--- src/rtl/prog_run_pkg.sv ---
// rtl/prog_run_pkg.sv - shared types and defaults for the program run sequencer
package prog_run_pkg;

  typedef enum logic [2:0] {
    IDLE   = 3'd0,
    CRST   = 3'd1,
    START  = 3'd2,
    RUN    = 3'd3,
    FINISH = 3'd4,
    ABORT  = 3'd5
  } run_state_t;

  localparam int          CW_DEFAULT      = 16;
  localparam int unsigned TIMEOUT_DEFAULT = 32'h0000_FFFF;

endpackage

--- src/rtl/prog_run_ctrl_run_timer.sv ---
// rtl/prog_run_ctrl_run_timer.sv - saturating cycle counter with terminal-count compare
// Supplies the per-program cycle count and the watchdog hit (count+1 == limit).
module run_timer #(
  parameter int CW = 16
) (
  input  logic          Clk,
  input  logic          Reset,
  input  logic          clr_i,
  input  logic          en_i,
  input  logic [CW-1:0] limit_i,
  output logic [CW-1:0] count_o,
  output logic [CW-1:0] count_next_o,
  output logic          tc_o
);

  logic [CW-1:0] count_q;
  logic [CW-1:0] count_d;
  logic [CW:0]   count_p1;

  // Extra bit catches wrap so the increment can saturate at all-ones.
  assign count_p1     = {1'b0, count_q} + {{CW{1'b0}}, 1'b1};
  assign count_next_o = count_p1[CW] ? count_q : count_p1[CW-1:0];
  assign tc_o         = (count_p1 == {1'b0, limit_i});
  assign count_o      = count_q;

  always_comb begin
    count_d = count_q;
    if (clr_i) begin
      count_d = '0;
    end else if (en_i) begin
      count_d = count_next_o;
    end
  end

  always_ff @(posedge Clk) begin
    if (Reset) begin
      count_q <= '0;
    end else begin
      count_q <= count_d;
    end
  end

endmodule

--- src/rtl/prog_run_ctrl.sv ---
// rtl/prog_run_ctrl.sv - batch run sequencer driving the core Start/Ack handshake
// Optional core reset, one Start per program, per-program cycle timing and a watchdog.
module prog_run_ctrl
  import prog_run_pkg::*;
#(
  parameter  int          NPROG   = 4,
  parameter  int          CW      = CW_DEFAULT,
  parameter  logic [CW-1:0] TIMEOUT = CW'(TIMEOUT_DEFAULT),
  localparam int          IW      = (NPROG > 1) ? $clog2(NPROG) : 1
) (
  input  logic          Clk,
  input  logic          Reset,
  input  logic          HostGo,
  input  logic          HostAbort,
  input  logic [IW-1:0] ProgLast,
  input  logic          CoreAck,
  output logic          CoreStart,
  output logic          CoreReset,
  output logic [IW-1:0] ProgIdx,
  output logic [CW-1:0] CycleCount,
  output logic [CW-1:0] LastCycles,
  output logic          Busy,
  output logic          Done,
  output logic          Timeout
);

  run_state_t    state_q, state_d;
  logic [IW-1:0] prog_idx_q, prog_idx_d;
  logic [IW-1:0] prog_last_q, prog_last_d;
  logic [CW-1:0] last_cycles_q, last_cycles_d;
  logic          timeout_q, timeout_d;

  logic [CW-1:0] cycle_count;
  logic [CW-1:0] cycle_count_next;
  logic          wd_hit;

  run_timer #(
    .CW(CW)
  ) u_run_timer (
    .Clk          (Clk),
    .Reset        (Reset),
    .clr_i        (state_q == START),
    .en_i         (state_q == RUN),
    .limit_i      (TIMEOUT),
    .count_o      (cycle_count),
    .count_next_o (cycle_count_next),
    .tc_o         (wd_hit)
  );

  always_comb begin
    state_d       = state_q;
    prog_idx_d    = prog_idx_q;
    prog_last_d   = prog_last_q;
    last_cycles_d = last_cycles_q;
    timeout_d     = timeout_q;

    unique case (state_q)
      IDLE: begin
        if (HostGo) begin
          prog_last_d = ProgLast;
          prog_idx_d  = '0;
          timeout_d   = 1'b0;
          state_d     = CRST;
        end
      end
      CRST:  state_d = HostAbort ? ABORT : START;
      START: state_d = HostAbort ? ABORT : RUN;
      RUN: begin
        // Abort beats Ack beats watchdog; the Ack cycle itself is counted.
        if (HostAbort) begin
          state_d = ABORT;
        end else if (CoreAck) begin
          last_cycles_d = cycle_count_next;
          if (prog_idx_q == prog_last_q) begin
            state_d = FINISH;
          end else begin
            prog_idx_d = prog_idx_q + 1'b1;
            state_d    = START;
          end
        end else if (wd_hit) begin
          timeout_d = 1'b1;
          state_d   = ABORT;
        end
      end
      FINISH:  state_d = IDLE;
      ABORT:   state_d = IDLE;
      default: state_d = IDLE;
    endcase
  end

  always_ff @(posedge Clk) begin
    if (Reset) begin
      state_q       <= IDLE;
      prog_idx_q    <= '0;
      prog_last_q   <= '0;
      last_cycles_q <= '0;
      timeout_q     <= 1'b0;
    end else begin
      state_q       <= state_d;
      prog_idx_q    <= prog_idx_d;
      prog_last_q   <= prog_last_d;
      last_cycles_q <= last_cycles_d;
      timeout_q     <= timeout_d;
    end
  end

  // Pulses decode from registered state only so they never glitch on inputs.
  assign CoreStart  = (state_q == START);
  assign CoreReset  = (state_q == CRST) || (state_q == ABORT);
  assign Done       = (state_q == FINISH);
  assign Busy       = (state_q != IDLE);
  assign ProgIdx    = prog_idx_q;
  assign CycleCount = cycle_count;
  assign LastCycles = last_cycles_q;
  assign Timeout    = timeout_q;

endmodule

--- config.mk ---
export PLATFORM = sky130hd
export DESIGN_NAME = prog_run_ctrl
export DESIGN_NICKNAME = d
export VERILOG_FILES = /design/src/rtl/prog_run_pkg.sv /design/src/rtl/prog_run_ctrl_run_timer.sv /design/src/rtl/prog_run_ctrl.sv
export SDC_FILE = /design/constraint.sdc
export NUM_CORES = 1
export LEC_CHECK = 0
export ABC_AREA = 1
export CAP_MARGIN = 5
export CORE_ASPECT_RATIO = 0.8
export CORE_MARGIN = 2
export CORE_UTILIZATION = 51
export DETAILED_ROUTE_END_ITERATION = 6
export PLACE_DENSITY_LB_ADDON = 0.2
export REMOVE_ABC_BUFFERS = 1
export SETUP_SLACK_MARGIN = 0.3
export SKIP_LAST_GASP = 1
export SLEW_MARGIN = 10
export SYNTH_ARGS = -nofsm -noshare
export SYNTH_HDL_FRONTEND = slang
export SYNTH_SLANG_ARGS = --single-unit
--- constraint.sdc ---
create_clock -name Clk -period 2.15 [get_ports Clk]
set_input_delay 0.43 -clock Clk [delete_from_list [all_inputs] [get_ports Clk]]
set_output_delay 0.43 -clock Clk [all_outputs]
set_load 0.03 [all_outputs]
==> run summary, run 1 <==
Total power divided by cell area = 527 nW/um^2
Top Ports = 46
Achievable frequency = 0.559 GHz
Worst-case headroom to the max-slew limit = 71.5%
Input/output buffers = 45
Run status = finished clean
Filler cell count in the final layout = 367
Cell count after synthesis = 350
Share of power burned in combinational logic = 14.9%
RSZ-0062 raised after global routing = true
Synthesized cell area = 2240 sq um
Number of inserted diodes = 0
Residual overflow from global routing = 0
Portion of total power attributed to sequential cells = 50.8%
Final hold viol count = 0
Capturing element type of the critical path = output pin
CP peak stage delay = 0.69 ns
Cell family with the largest share of critical-path delay = buffers and inverters
Max-cap check violation count = 0
Synth Area per Inst = 6.39 sq um
Final setup violation count = 0
Fraction of layout cells with a size suffix above 1 = 12.3%
All-Layer GR Usage = 25.0%
Wire length of the first global-routing pass = 9860 um
Worst slew pin tran = 0.427 ns
Clock latency on the worst-skew pair = 0.29 ns
Required time worst endpoint = 1.72 ns
Final net count = 414
Count of nets left with antenna violations after detail routing = 0
Final wirelength = 5950 um
CP max stage cell = sky130_fd_sc_hd__clkdlybuf4s50_1
Detailed-router iteration count before antenna repair = 5
Remaining routing DRC violations = 0
Clock share of power = 34.3%
Clock root buffer = sky130_fd_sc_hd__clkbuf_8
Number of warnings issued by yosys = 0
Maximum fanout along the worst path = 4
Register area = 810 sq um
Signal arrival time at the worst endpoint = 1.36 ns
Area growth from synthesis to layout = 32.3%
Global placer's final weighted congestion = 0.903
Startpoint-to-endpoint class of the critical path = flip-flop to output pin
Peak ir drop on the vdd network = 391 uV
Distinct cell type count of the synthesized netlist = 29
Number of antenna violations at the first check in global routing = 0
Die Height = 63.2 um
Via total after detailed routing = 2407
Ratio of final minimum period to clock period = 83.2%
Critical path buffer and inverter count = 1
Clock sinks = 40
Synthesis-stage register bit count = 40
Leakage = 1.55 nW
Number of global-route vias before repair = 2143
CP Launch Type = flip-flop
Final HPWL DP = 4440 um
Area of all placed cells without fillers = 2960 sq um
Switching power share of the total = 27.2%
Starting Density = 53.2%
Hold-fix buffers, CTS = 0
Sequential cell area fraction in the yosys report = 35.8%
Width of the chip = 78.0 um
Final TNS setup = 0 ns
DP Area = 2790 sq um
Area inside the core boundary = 4200 sq um
Worst setup skew after layout = 0.00508 ns
Multi-input logic area = 1200 sq um
Cell accounting for the most synthesized area = sky130_fd_sc_hd__dfxtp_1
EDFF count, synth = 0
Initial detailed-routing violation count = 191
Number of rows in the core area = 21
Crit path time final = 1.79 ns
WL per Instance = 12.9 um
Cells along the critical path = clkdlybuf4s50_1
Die footprint = 4930 sq um
Commonest register cell after synthesis = sky130_fd_sc_hd__dfxtp_1
Maximum number of pins on one net before global-route repair = 22
Number of H-tree levels = 2
TritonCTS clock tree = built
Async set-reset flop share out of synthesis = 0%
Clock-pin slew of the registers on the worst-case setup and hold paths = 0.07 ns
Final design utilization = 70.4%
Worst hold path class = flip-flop to flip-flop
Ranking of synthesized cells by instance count = 63 x sky130_fd_sc_hd__inv_1, 63 x sky130_fd_sc_hd__nand2_1, 54 x sky130_fd_sc_hd__nor2_1
Drt via density = 5.21
Clock buffer count from CTS = 5
Total net switching power = 0.424 mW
Cell internal power dissipation = 1.13 mW
Pins over their slew limit = 0
Top cells by area in the synthesized netlist = sky130_fd_sc_hd__dfxtp_1 36%, sky130_fd_sc_hd__inv_1 11%, sky130_fd_sc_hd__nand2_1 11%
Fraction of post-synthesis cell area in the top cell type by area = 35.8%
Maximum root-to-sink buffer count = 2
-- tightest hold or removal path, stage by stage, from the launching register on --
cell	delay (ns)
sky130_fd_sc_hd__dfxtp_1	0.31
sky130_fd_sc_hd__nand2_1	0.06
sky130_fd_sc_hd__a21oi_1	0.05
-- power by group through the flow --
stage | logic (mW) | registers [mW] | clock network, mW
5_1_grt | 0.256 | 0.795 | 0.576
3_3_place_gp | 0.236 | 0.806 | 0
2_1_floorplan | 0.115 | 0.832 | 0
4_1_cts | 0.233 | 0.790 | 0.543
6_report | 0.233 | 0.791 | 0.534
3_5_place_dp | 0.240 | 0.807 | 0
-- metal layers --
metal / track usage, % / routed length (um) / vias to the layer above
met5: 0 / 0 / -
met4: 8.99 / 80 / 0
met3: 5.87 / 417 / 10
met2: 37.5 / 2630 / 87
met1: 35.1 / 2810 / 1094
li1: - / - / 1216
-- logic make-up after synthesis --
group / Yosys count / share of synthesized area, %
and+or+nand+nor: 166 / 33.9
buffers and inverters: 73 / 12.6
AOI/OAI and AO/OA: 67 / 15.8
DFF: 40 / 35.8
xor gates and xnor gates: 2 / 0.784
adders and majority gates: 2 / 1.12
-- cells in the final DEF (no fill, tap or decap), types with 2 or more instances in the layout --
master / instances
sky130_fd_sc_hd__nand2_1: 63
sky130_fd_sc_hd__inv_1: 62
sky130_fd_sc_hd__nor2_1: 51
sky130_fd_sc_hd__dfxtp_1: 35
sky130_fd_sc_hd__o21ai_0: 31
sky130_fd_sc_hd__clkdlybuf4s50_1: 27
sky130_fd_sc_hd__a21oi_1: 26
sky130_fd_sc_hd__nand3_1: 21
sky130_fd_sc_hd__buf_4: 13
sky130_fd_sc_hd__dlymetal6s2s_1: 9
sky130_fd_sc_hd__nand4_1: 8
sky130_fd_sc_hd__clkbuf_8: 7
sky130_fd_sc_hd__dlygate4sd2_1: 6
sky130_fd_sc_hd__nor2_4: 5
sky130_fd_sc_hd__nor2_2: 5
sky130_fd_sc_hd__o21ai_1: 4
sky130_fd_sc_hd__dfxtp_2: 4
sky130_fd_sc_hd__nand2_2: 3
sky130_fd_sc_hd__clkbuf_2: 3
sky130_fd_sc_hd__nand3_2: 2
sky130_fd_sc_hd__xor2_1: 2
sky130_fd_sc_hd__nor3_1: 2
sky130_fd_sc_hd__o22ai_1: 2
-- what timing repair did --
action	CTS	global route
buffers inserted	1	2
cloned	0	0
gates resized for setup	12	28
pin swaps	1	3
setup endpoints to repair	25	43
-- worst paths after layout --
| path | start | endpoint | slack [ns] | cells past startpoint |
|---|---|---|---|---|
| min reg2reg | LastCycles[11] | LastCycles[11] | 0.47 | 2 |
| min | LastCycles[11] | LastCycles[11] | 0.47 | 2 |
| max | u_run_timer.count_o[15] | CycleCount[15] | 0.36 | 1 |
| max reg2reg | u_run_timer.count_o[9] | u_run_timer.count_o[10] | 0.49 | 7 |
-- flip-flops by register name (all words and copies together), names as in the netlist --
name and cells:
prog_last_q 2, u_run_timer.count_o 16, LastCycles 16, state_q 3, Timeout 1, ProgIdx 2
-- per-stage QoR --
stage                     std cells  power (mW)  hold slack (ns)  setup WS [ns]
after floorplan                 340       0.947            0.444         0.0899
after global placement          452        1.04            0.460          0.191
after detailed placement        452        1.05            0.459          0.148
after CTS                       460        1.57            0.471          0.176
after global routing            462        1.63            0.492          0.240
final                           462        1.56            0.468          0.361
-- cell type report --
cell class | instances | share of cell area (%)
Tap cell | 57 | 2.41
Timing Repair Buffer | 58 | 18.5
Clock buffer | 7 | 3.26
Inverter | 63 | 7.99
Multi-Input combinational cell | 237 | 40.4
Sequential cell | 40 | 27.4
Power figures use the tool's default switching activity.
==> inputs of run 2 (changes only) <==
clock period = 1.7 ns   (was 2.15 ns; I/O delays follow)
==> run 2 against run 1 <==
- the flow now finishes with violations (negative setup slack)
- clock skew up 0.0038 ns
- utilization up 10 points
- clock power is 17% higher
- final area rose by 14%
- sequential cell count is the same
==> run summary, run 2 (same netlist as run 1, synthesis figures left out) <==
Run status = finished with violations
Violated checks = negative setup slack
Number of global-route vias before repair = 2305 (+7.6%)
Clock buffer count from CTS = 5 (unchanged)
Worst slew pin tran = 0.326 ns (-0.101 ns)
Final total power = 2.01 mW (+29%)
Maximum fanout along the worst path = 5 (+1)
Final HPWL DP = 4370 um (-1.4%)
Total power divided by cell area = 593 nW/um^2 (+13%)
All-Layer GR Usage = 26.3% (+1.3 points)
Wire length of the first global-routing pass = 10500 um (+6.0%)
CP max stage cell = sky130_fd_sc_hd__dfxtp_2
Hold-fix buffers, CTS = 0 (unchanged)
Hold wc startpoint = LastCycles[11]
Cell count after placement = 466 (+3.1%)
Reg2Reg Setup Slack = -0.006 ns (-0.50 ns)
Worst path setup slack after routing = -0.00635 ns (-0.367 ns)
Remaining routing DRC violations = 0 (unchanged)
Drt via density = 5.41 (+3.9%)
Achievable frequency = 0.586 GHz
Signal arrival time at the worst endpoint = 1.95 ns (+0.59 ns)
Number of cells on the worst hold path = 2 (unchanged)
Peak ir drop on the vdd network = 453 uV (+16%)
WL per Instance = 14.4 um (+12%)
Via total after detailed routing = 2626 (+9.1%)
Final net count = 437 (+5.6%)
Worst setup skew after layout = 0.00888 ns (+0.00380 ns)
Clock root buffer = sky130_fd_sc_hd__clkbuf_8
Capturing element type of the critical path = flip-flop
Ratio of final minimum period to clock period = 100%
Width of the chip = 78.0 um (unchanged)
Number of rows in the core area = 21 (unchanged)
Reg-to-reg critical path endpoint = state_q[2]
Worst reg-to-reg path cell count = 11 (+4)
Residual overflow from global routing = 0 (unchanged)
Number of inserted diodes = 0 (unchanged)
Commonest cells after routing, fill and taps aside = 53 x sky130_fd_sc_hd__inv_1, 52 x sky130_fd_sc_hd__nand2_1, 41 x sky130_fd_sc_hd__nor2_1
Final hold viol count = 0 (unchanged)
Pins over their slew limit = 0 (unchanged)
CP peak stage delay = 0.36 ns (-0.33 ns)
Starting Density = 53.2% (unchanged)
Global placer's final weighted congestion = 0.867 (-4.0%)
Fraction of layout cells with a size suffix above 1 = 35.7% (+23 points)
Start of the worst register-to-register path = u_run_timer.count_o[0]
Count of nets left with antenna violations after detail routing = 0 (unchanged)
TritonCTS clock tree = built
RSZ-0062 raised after global routing = true
Required time worst endpoint = 1.94 ns (+0.22 ns)
Cells along the critical path = buf_4 -> nand3_2 -> o21bai_1 -> nand2_1 -> nor2_2 -> nand3_2 -> nor2_2 -> nand3_2 -> nand2_2 -> nand2_1 -> nor2_1
WHS = 0.470 ns (+0.00134 ns)
Area inside the core boundary = 4200 sq um (unchanged)
Met2 routing resource usage after global routing = 41.1% (+3.6 points)
Input/output buffers = 45 (unchanged)
Die footprint = 4930 sq um (unchanged)
Crit path time final = 1.71 ns
Final setup violation count = 1 (+1)
Clock latency on the worst-skew pair = 0.30 ns (about the same)
GR Layer Usage met3 = 4.44% (-1.4 points)
Die Height = 63.2 um (unchanged)
Worst-case headroom to the max-slew limit = 78.1% (+6.6 points)
Maximum root-to-sink buffer count = 2 (unchanged)
Detailed-router iteration count before antenna repair = 5 (unchanged)
Final wirelength = 7000 um (+18%)
Initial detailed-routing violation count = 241 (+26%)
Max-cap check violation count = 0 (unchanged)
Final TNS setup = -0.00635 ns (-0.00635 ns)
Worst hold path class = flip-flop to flip-flop
Cell with the most instances on the worst path = sky130_fd_sc_hd__nand3_2
Leakage = 1.64 nW (+5.9%)
CP Launch Type = flip-flop
Number of H-tree levels = 2 (unchanged)
Maximum number of pins on one net before global-route repair = 21 (-4.5%)
Clock-pin slew of the registers on the worst-case setup and hold paths = 0.08 ns (about the same)
Startpoint-to-endpoint class of the critical path = flip-flop to flip-flop
Number of antenna violations at the first check in global routing = 0 (unchanged)
Most common cell after layout, fill and taps aside = sky130_fd_sc_hd__inv_1
Number of non-filler instances in the completed layout = 485 (+5.0%)
Top Ports = 46 (unchanged)
Worst hold path endpoint = LastCycles[11]
Area growth from synthesis to layout = 51.4%
Busiest metal layer after global routing = met2
Met1 demand-to-capacity share in global routing = 37.5% (+2.4 points)
Clock sinks = 40 (unchanged)
## run 2: worst max path at each step
| stage | from | to | slack, ns | cells past startpoint |
|---|---|---|---|---|
| 2_1_floorplan | state_q[1] | LastCycles[0] | -0.36 | 7 |
| 3_3_place_gp | CoreAck | LastCycles[9] | -0.11 | 8 |
| 3_5_place_dp | CoreAck | LastCycles[3] | -0.15 | 8 |
| 4_1_cts | state_q[1] | Busy | 0.09 | 5 |
| 5_1_grt | u_run_timer.count_o[0] | state_q[2] | -0.13 | 11 |
| 6_report | u_run_timer.count_o[0] | state_q[2] | -0.006 | 11 |
## run 2: layout make-up
| class | instances | area (sq um) |
|---|---|---|
| timing repair inverter | 1 | 7.51 |
| fill | 291 | 820 |
| clock buffer | 6 | 72.6 |
| multi-input combinational | 237 | 1420 |
| clock inverter | 1 | 5.00 |
| tap | 57 | 71.3 |
| sequential | 40 | 832 |
| timing repair buffer | 80 | 731 |
| inverter | 63 | 245 |
## run 2: timing repair
| action | in CTS | in global routing |
|---|---|---|
| resized for setup | 139 | 90 |
| buffers inserted | 5 | 6 |
| pin swaps | 9 | 16 |
| setup endpoints to repair | 76 | 51 |
| cloned | 0 | 1 |
## run 2: power by group
part / internal, mW / total, mW / switching (mW) / leakage [nW]
Combinational: 0.151 / 0.381 / 0.230 / 1.27
Sequential: 0.966 / 1.00 / 0.0368 / 0.333
Clock: 0.280 / 0.623 / 0.343 / 0.0410
## run 2: metal layers
metal | part of all wire, % | wire [um]
met3 | 7.9 | 553
met1 | 44 | 3070
met2 | 45 | 3160
met4 | 3.1 | 214
met5 | 0 | 0
## run 2: critical path: cells and delay by family (launching register included)
family | cells | cell delay [ns]
DFF | 1 | 0.36
AOI/OAI and AO/OA | 1 | 0.15
and+or+nand+nor | 9 | 0.98
buffers and inverters | 1 | 0.16
## run 2: through the flow
stage               utilization (%)  worst slack, ns  area (sq um)
finish                         80.5         -0.00635          3380
global route                   80.5           -0.127          3380
CTS                            74.4           0.0873          3130
detailed placement             69.0           -0.150          2900
global placement               69.0           -0.108          2900
floorplan                         -           -0.360          2190
